<file path="src/rtl/lsu_stage_pkg.sv">
// Shared definitions for the load/store stage: opcodes, access-size codes,
// FSM state type and small decode helpers used by lsu_stage and lsu_align.
package lsu_stage_pkg;

    localparam int unsigned LSU_DATA_W = 32;
    localparam int unsigned LSU_LANES  = LSU_DATA_W / 8;

    localparam logic [6:0] OPCODE_LOAD  = 7'b0000011;
    localparam logic [6:0] OPCODE_STORE = 7'b0100011;

    localparam logic [2:0] LSU_B  = 3'b000;
    localparam logic [2:0] LSU_H  = 3'b001;
    localparam logic [2:0] LSU_W  = 3'b010;
    localparam logic [2:0] LSU_BU = 3'b100;
    localparam logic [2:0] LSU_HU = 3'b101;

    typedef enum logic [1:0] {
        IDLE = 2'd0,
        REQ  = 2'd1,
        WAIT = 2'd2,
        DONE = 2'd3
    } lsu_state_t;

    typedef enum logic [1:0] {
        SZ_B = 2'd0,
        SZ_H = 2'd1,
        SZ_W = 2'd2
    } lsu_size_t;

    // Access width from func3; any code that is not byte or half acts as a word.
    function automatic lsu_size_t lsu_size(input logic [2:0] f3);
        case (f3[1:0])
            2'b00:   return SZ_B;
            2'b01:   return SZ_H;
            default: return SZ_W;
        endcase
    endfunction

    // Half accesses need an even offset, word accesses a zero offset.
    function automatic logic lsu_misaligned(input logic [2:0] f3, input logic [1:0] off);
        case (lsu_size(f3))
            SZ_H:    return off[0];
            SZ_W:    return (off != 2'b00);
            default: return 1'b0;
        endcase
    endfunction

endpackage

</file>
<file path="src/rtl/lsu_stage_align.sv">
// lsu_align: purely combinational byte-lane steering. Produces store write
// mask/data from func3 and the address offset, and shifts/extends a read word
// into the load result.
module lsu_align
    import lsu_stage_pkg::*;
(
    input  logic [2:0]            func3_i,
    input  logic [1:0]            off_i,
    input  logic [LSU_DATA_W-1:0] rs2_i,
    input  logic [LSU_DATA_W-1:0] rdata_i,
    output logic [LSU_LANES-1:0]  wmask_o,
    output logic [LSU_DATA_W-1:0] wdata_o,
    output logic [LSU_DATA_W-1:0] ldata_o
);

    logic [LSU_DATA_W-1:0] shifted;
    logic                  sext;

    // Store side: replicate data to every lane, select lanes with the mask.
    always_comb begin
        wmask_o = '0;
        wdata_o = '0;
        case (lsu_size(func3_i))
            SZ_B: begin
                wmask_o = 4'(4'b0001 << off_i);
                wdata_o = {4{rs2_i[7:0]}};
            end
            SZ_H: begin
                wmask_o = 4'(4'b0011 << {off_i[1], 1'b0});
                wdata_o = {2{rs2_i[15:0]}};
            end
            default: begin
                wmask_o = 4'b1111;
                wdata_o = rs2_i;
            end
        endcase
    end

    // Load side: bring the addressed byte to lane 0, then extend.
    always_comb begin
        shifted = rdata_i >> {off_i, 3'b000};
        sext    = ~func3_i[2];
        ldata_o = shifted;
        case (lsu_size(func3_i))
            SZ_B:    ldata_o = {{24{shifted[7] & sext}}, shifted[7:0]};
            SZ_H:    ldata_o = {{16{shifted[15] & sext}}, shifted[15:0]};
            default: ldata_o = shifted;
        endcase
    end

endmodule

</file>
<file path="src/rtl/lsu_stage.sv">
// lsu_stage: multicycle load/store stage after execute. Runs one valid/ready
// memory transaction per load/store and hands a single result to write-back;
// other instructions pass straight through.
// Optional macro LSU_MISALIGN_TRAP_EN: adds a misalign output and completes
// misaligned loads/stores without a memory request, returning the address.
module lsu_stage
    import lsu_stage_pkg::*;
#(
    parameter int unsigned ADDR_W = 32,
    parameter int unsigned DATA_W = 32
) (
    input  logic              clk,
    input  logic              rst,
    input  logic              in_valid,
    output logic              in_ready,
    input  logic [6:0]        opcode,
    input  logic [2:0]        func3,
    input  logic [DATA_W-1:0] exu_res,
    input  logic [DATA_W-1:0] rs2_data,
    output logic              mem_req_valid,
    input  logic              mem_req_ready,
    output logic              mem_we,
    output logic [ADDR_W-1:0] mem_addr,
    output logic [DATA_W-1:0] mem_wdata,
    output logic [3:0]        mem_wmask,
    input  logic              mem_rsp_valid,
    input  logic [DATA_W-1:0] mem_rdata,
`ifdef LSU_MISALIGN_TRAP_EN
    output logic              misalign,
`endif
    output logic              out_valid,
    input  logic              out_ready,
    output logic [DATA_W-1:0] out_data
);

    lsu_state_t        state_q;
    logic              in_ready_q;
    logic              mem_req_valid_q;
    logic              mem_we_q;
    logic [ADDR_W-1:0] mem_addr_q;
    logic [DATA_W-1:0] mem_wdata_q;
    logic [3:0]        mem_wmask_q;
    logic              out_valid_q;
    logic [DATA_W-1:0] out_data_q;
    logic [2:0]        func3_q;
    logic [1:0]        off_q;
    logic              is_load_q;

    logic              is_load_c;
    logic              is_store_c;
    logic              trap_c;
    logic [2:0]        al_func3_c;
    logic [1:0]        al_off_c;
    logic [3:0]        al_wmask_c;
    logic [DATA_W-1:0] al_wdata_c;
    logic [DATA_W-1:0] al_ldata_c;

    assign is_load_c  = (opcode == OPCODE_LOAD);
    assign is_store_c = (opcode == OPCODE_STORE);

`ifdef LSU_MISALIGN_TRAP_EN
    logic misalign_q;
    assign trap_c   = (is_load_c | is_store_c) & lsu_misaligned(func3, exu_res[1:0]);
    assign misalign = misalign_q;
`else
    assign trap_c   = 1'b0;
`endif

    // Aligner sees the incoming instruction while idle (store setup) and the
    // latched one afterwards (load extraction).
    assign al_func3_c = (state_q == IDLE) ? func3 : func3_q;
    assign al_off_c   = (state_q == IDLE) ? exu_res[1:0] : off_q;

    lsu_align u_align (
        .func3_i (al_func3_c),
        .off_i   (al_off_c),
        .rs2_i   (rs2_data),
        .rdata_i (mem_rdata),
        .wmask_o (al_wmask_c),
        .wdata_o (al_wdata_c),
        .ldata_o (al_ldata_c)
    );

    // Stage FSM with all outputs held in registers.
    always_ff @(posedge clk) begin
        if (rst) begin
            state_q         <= IDLE;
            in_ready_q      <= 1'b1;
            mem_req_valid_q <= 1'b0;
            mem_we_q        <= 1'b0;
            mem_addr_q      <= '0;
            mem_wdata_q     <= '0;
            mem_wmask_q     <= '0;
            out_valid_q     <= 1'b0;
            out_data_q      <= '0;
            func3_q         <= '0;
            off_q           <= '0;
            is_load_q       <= 1'b0;
`ifdef LSU_MISALIGN_TRAP_EN
            misalign_q      <= 1'b0;
`endif
        end else begin
            case (state_q)
                IDLE: begin
                    if (in_valid) begin
                        in_ready_q <= 1'b0;
                        func3_q    <= func3;
                        off_q      <= exu_res[1:0];
                        is_load_q  <= is_load_c;
                        if ((is_load_c || is_store_c) && !trap_c) begin
                            state_q         <= REQ;
                            mem_req_valid_q <= 1'b1;
                            mem_we_q        <= is_store_c;
                            mem_addr_q      <= {exu_res[ADDR_W-1:2], 2'b00};
                            mem_wdata_q     <= is_store_c ? al_wdata_c : '0;
                            mem_wmask_q     <= is_store_c ? al_wmask_c : 4'b0000;
                        end else begin
                            state_q     <= DONE;
                            out_valid_q <= 1'b1;
                            out_data_q  <= exu_res;
`ifdef LSU_MISALIGN_TRAP_EN
                            misalign_q  <= trap_c;
`endif
                        end
                    end
                end
                REQ: begin
                    if (mem_req_ready) begin
                        mem_req_valid_q <= 1'b0;
                        state_q         <= WAIT;
                    end
                end
                WAIT: begin
                    if (mem_rsp_valid) begin
                        out_data_q  <= is_load_q ? al_ldata_c : '0;
                        out_valid_q <= 1'b1;
                        state_q     <= DONE;
                    end
                end
                DONE: begin
                    if (out_ready) begin
                        out_valid_q <= 1'b0;
                        in_ready_q  <= 1'b1;
                        state_q     <= IDLE;
`ifdef LSU_MISALIGN_TRAP_EN
                        misalign_q  <= 1'b0;
`endif
                    end
                end
                default: state_q <= IDLE;
            endcase
        end
    end

    assign in_ready      = in_ready_q;
    assign mem_req_valid = mem_req_valid_q;
    assign mem_we        = mem_we_q;
    assign mem_addr      = mem_addr_q;
    assign mem_wdata     = mem_wdata_q;
    assign mem_wmask     = mem_wmask_q;
    assign out_valid     = out_valid_q;
    assign out_data      = out_data_q;

endmodule
</file>
<file path="config.mk">
export PLATFORM = sky130hd
export DESIGN_NAME = lsu_stage
export DESIGN_NICKNAME = d
export VERILOG_FILES = /design/src/rtl/lsu_stage_pkg.sv /design/src/rtl/lsu_stage_align.sv /design/src/rtl/lsu_stage.sv
export SDC_FILE = /design/constraint.sdc
export NUM_CORES = 1
export LEC_CHECK = 0
export BUFFER_PORTS_ARGS = -buffer_cell sky130_fd_sc_hd__buf_2
export CORE_MARGIN = 2
export CORE_UTILIZATION = 25
export DETAILED_ROUTE_END_ITERATION = 12
export PLACE_DENSITY = 0.51
export SLEW_MARGIN = 10
export SYNTH_ARGS = -nofsm -noshare
export SYNTH_HDL_FRONTEND = slang
export SYNTH_SLANG_ARGS = --single-unit
</file>
<file path="constraint.sdc">
create_clock -name clk -period 7.15 [get_ports clk]
set_input_delay 0.3575 -clock clk [delete_from_list [all_inputs] [get_ports clk]]
set_output_delay 0.3575 -clock clk [all_outputs]
set_load 0.03 [all_outputs]
</file>
==> metrics.md <==
| Metric | Value |
|---|---|
| Cell-by-cell trace of the critical path | `inv_1 > ha_1 > buf_4 > mux2_4 > mux2i_1 > a222oi_1 > a211oi_4 > o41ai_1` |
| Met1 GRT Util | `24.0%` |
| Number of post-CTS setup repair buffers | `0` |
| Min Clock Period, post-route | `between 3 and 4 ns` |
| Layout Cells excl Fill | `around 1200` |
| Vias post-DR | `slightly below 6000` |
| Initial DRC count | `just under 600` |
| Post-Synthesis Cells | `714` |
| Status | `finished, final reports clean` |
| Sink Count | `110` |
| Final #Nets | `1005` |
| Flops & latches, synth | `between 100 and 150` |
| First-pass iteration count of the detailed router | `5` |
| Core area | `between 20000 and 25000 um2` |
| Most common cell after layout, fill and taps aside | `buf_2` |
| Met2 usage | `27.6%` |
| Worst Hold Class | `in2reg` |
| CP peak stage delay | `0.85 ns` |
| Period utilization | `approximately 45%` |
| CP max FO | `36` |
| Setup CP Type | `reg2reg` |
| Worst setup EP type | `flip-flop` |
| Critical path arrival | `3.51 ns` |
| CTS resizes | `0` |
| Wirelength per Cell | `between 15 and 20 um` |
| All-Layer GR Usage | `between 15 and 20%` |
| GRT met3 Usage | `roughly 3.4%` |
| Power per Cell Area | `roughly 370 nW/um2` |
| Critical path's slowest cell | `a222oi_1` |
| Clock transition at path regs | `approximately 0.090 ns` |
| Htree depth | `3` |
| Worst r2r dst | `out_data[31]` |
| Syn_area_per_cell | `7.92 um2` |
| Sequential share of the synthesized area | `around 40%` |
| GRT overflow | `0` |
| Final Cell Area | `between 7000 and 8000 um2` |
| Final RePlAce weighted congestion | `approximately 0.88` |
| Post-Place Cells | `~1200` |
| IO buf count | `between 200 and 250` |
| Filler instances | `~2500` |
| Worst r2r src | `state_q[1]` |
| Layout cells sized above 1 | `between 20 and 30%` |
| Mapped Area | `5650 um2` |
| Rows | `55` |
| Die Area | `23800 um2` |
| Crit start category | `flip-flop` |
| Post-DP HPWL | `between 15 and 20 mm` |
| Hold Path Depth | `2` |
| Initial antenna violation count | `1` |
| Ys Warns | `0` |
| CTS tree | `yes` |
| Max VDD drop | `about 0.14 mV` |
| Gr busiest metal | `met2` |
| First-pass GRT wire length | `between 30 and 40 mm` |
| Growth of design area from synthesis to finish | `27.5%` |
| Setup tns final | `0 ns` |
| Number of global-route vias before repair | `between 5000 and 6000` |
| Max clock buf depth | `2` |
| Pleak | `approximately 3.1 nW` |
| Total Wirelength | `between 20 and 25 mm` |
| Pins Over Slew Limit | `0` |
| Reg-to-reg slack, setup | `~3.9 ns` |
| Final Hold Violating Endpoints | `0` |
| Unrepaired setup endpoints after global routing | `false` |
| Final setup violation count | `0` |
| CTS Root Cell | `clkbuf_16` |
| Post-route DRC | `0` |
| IO Count | `roughly 220` |
| Die Wd | `~150 um` |
| Worst r2r path cells | `8` |
| Peak Freq | `~310 MHz` |
| Antenna viol nets, final | `0` |
| CTS Hold Buffers Added | `0` |
| CTS buffer count | `9` |
| Least-Margin Pin Slew | `1.03 ns` |
| Number of distinct library cells after synthesis | `56` |
| DP Area | `6880 um2` |
| Pin count of the biggest net entering global routing | `between 80 and 90` |
| WHS Endpoint | `mem_req_valid` |
| Layout Skew | `approximately 0.013 ns` |
| Die H | `154 um` |
| Maxcap violations | `0` |
| Most frequent cells in the layout | `214 x buf_2, 124 x nand2_1, 110 x dfxtp_1` |
| Worst-Skew Late Latency | `0.36 ns` |
| Vias/cell | `5.03` |
| Starting Density | `25.2%` |
| Critical Path RT | `7.41 ns` |
| HP Start | `mem_req_ready` |
| Slew headroom | `30.1%` |
-- cell usage after synthesis (all sizes together) --
| cell type | count | share of area (%) |
|---|---|---|
| o2bb2ai | 7 | 1.1 |
| ha | 5 | 1.1 |
| or2 | 2 | 0.22 |
| o31ai | 1 | 0.13 |
| a21o | 1 | 0.13 |
| mux2i | 19 | 3.7 |
| dfxtp | 110 | 39 |
| o41ai | 8 | 1.5 |
| nand2b | 15 | 1.7 |
| and2 | 2 | 0.22 |
| nand4bb | 1 | 0.20 |
| nand3b | 2 | 0.27 |
| o2111ai | 8 | 1.2 |
| a211oi | 23 | 3.5 |
| a31oi | 2 | 0.22 |
| nor2 | 57 | 3.8 |
| or3 | 9 | 1.0 |
| o21ai | 48 | 4.2 |
| a32oi | 7 | 1.1 |
| nand3 | 21 | 1.9 |
| inv | 17 | 1.1 |
| o221ai | 16 | 2.5 |
| o211ai | 8 | 1.1 |
| a221oi | 9 | 1.5 |
| and3 | 1 | 0.11 |
| buf | 19 | 2.1 |
| a22oi | 22 | 2.9 |
| nand2 | 125 | 8.3 |
| a21oi | 82 | 7.3 |
| conb | 1 | 0.066 |
| a222oi | 1 | 0.18 |
| nor3 | 6 | 0.62 |
| nor4 | 1 | 0.11 |
| a311oi | 1 | 0.15 |
| nor2b | 2 | 0.22 |
| clkbuf | 40 | 2.7 |
| mux2 | 11 | 2.3 |
| and4bb | 1 | 0.22 |
| nor3b | 3 | 0.40 |
-- cell type report --
cell class / instances / area [um2] / area share [%]
Clock inverter: 6 / 86.3 / 1.20
Multi-Input combinational cell: 529 / 3130 / 43.5
Inverter: 17 / 63.8 / 0.885
Timing Repair Buffer: 221 / 1120 / 15.6
Antenna cell: 1 / 2.50 / 0.0347
Clock buffer: 10 / 239 / 3.32
Sequential cell: 110 / 2200 / 30.6
Tap cell: 285 / 357 / 4.95
-- state kept, by name, indices dropped and copies added, names as in the netlist, 2 cells and up --
name	count
func3_q	3
mem_addr	30
mem_wdata	32
mem_wmask	4
off_q	2
out_data	32
state_q	2
-- worst max-delay path, delay by kind of cell, from the launching register on --
family	cells	cell delay, ns
AO/OA/AOI/OAI	3	1.58
adder cells (fa/ha/maj)	1	0.16
buffers and inverters	2	0.49
flip-flops	1	0.34
multiplexers	2	0.57
-- routing by layer --
metal  wire [um]  share of wire (%)
met4         510                2.3
met2       10000                 46
met3        1150                5.2
met1       10200                 47
met5           0                  0
-- how the worst max path moves through the flow --
stage / start / end / slack, ns / cells after the start
after CTS: state_q[1] / out_data[31] / 3.94 / 8
final: state_q[1] / out_data[31] / 3.90 / 8
after detailed placement: state_q[1] / out_data[25] / 3.93 / 8
after global routing: state_q[1] / out_data[31] / 3.71 / 8
after global placement: state_q[0] / out_data[27] / 3.48 / 8
after floorplan: state_q[0] / out_data[29] / 4.80 / 10
-- through the flow --
| step | total power [mW] | setup slack (ns) | hold WS [ns] | util [%] |
|---|---|---|---|---|
| finish | 2.69 | 3.90 | 0.210 | 32.1 |
| global route | 2.85 | 3.71 | 0.219 | 32.1 |
| CTS | 2.69 | 3.94 | 0.194 | 32.1 |
| detailed placement | 2.13 | 3.93 | 0.441 | 30.7 |
| global placement | 2.12 | 3.48 | 0.437 | 30.6 |
| floorplan | 1.77 | 4.80 | 0.445 | - |
-- power breakdown --
group | switching (mW) | leakage [nW] | internal [mW]
combinational | 0.914 | 2.00 | 0.414
sequential | 0.0837 | 0.895 | 0.717
clock | 0.267 | 0.160 | 0.292
total | 1.27 | 3.06 | 1.42
-- cells by family after synthesis --
| logic type | count (synthesis) | synth area share (%) |
|---|---|---|
| and+or+nand+nor | 248 | 19.3 |
| AOI/OAI and AO/OA | 244 | 28.7 |
| DFF | 110 | 39.0 |
| buffers and inverters | 76 | 5.95 |
| muxes | 30 | 5.91 |
| adders and majority gates | 5 | 1.11 |
| other | 1 | 0.0663 |
No activity file was read; power rests on OpenSTA's default activity.
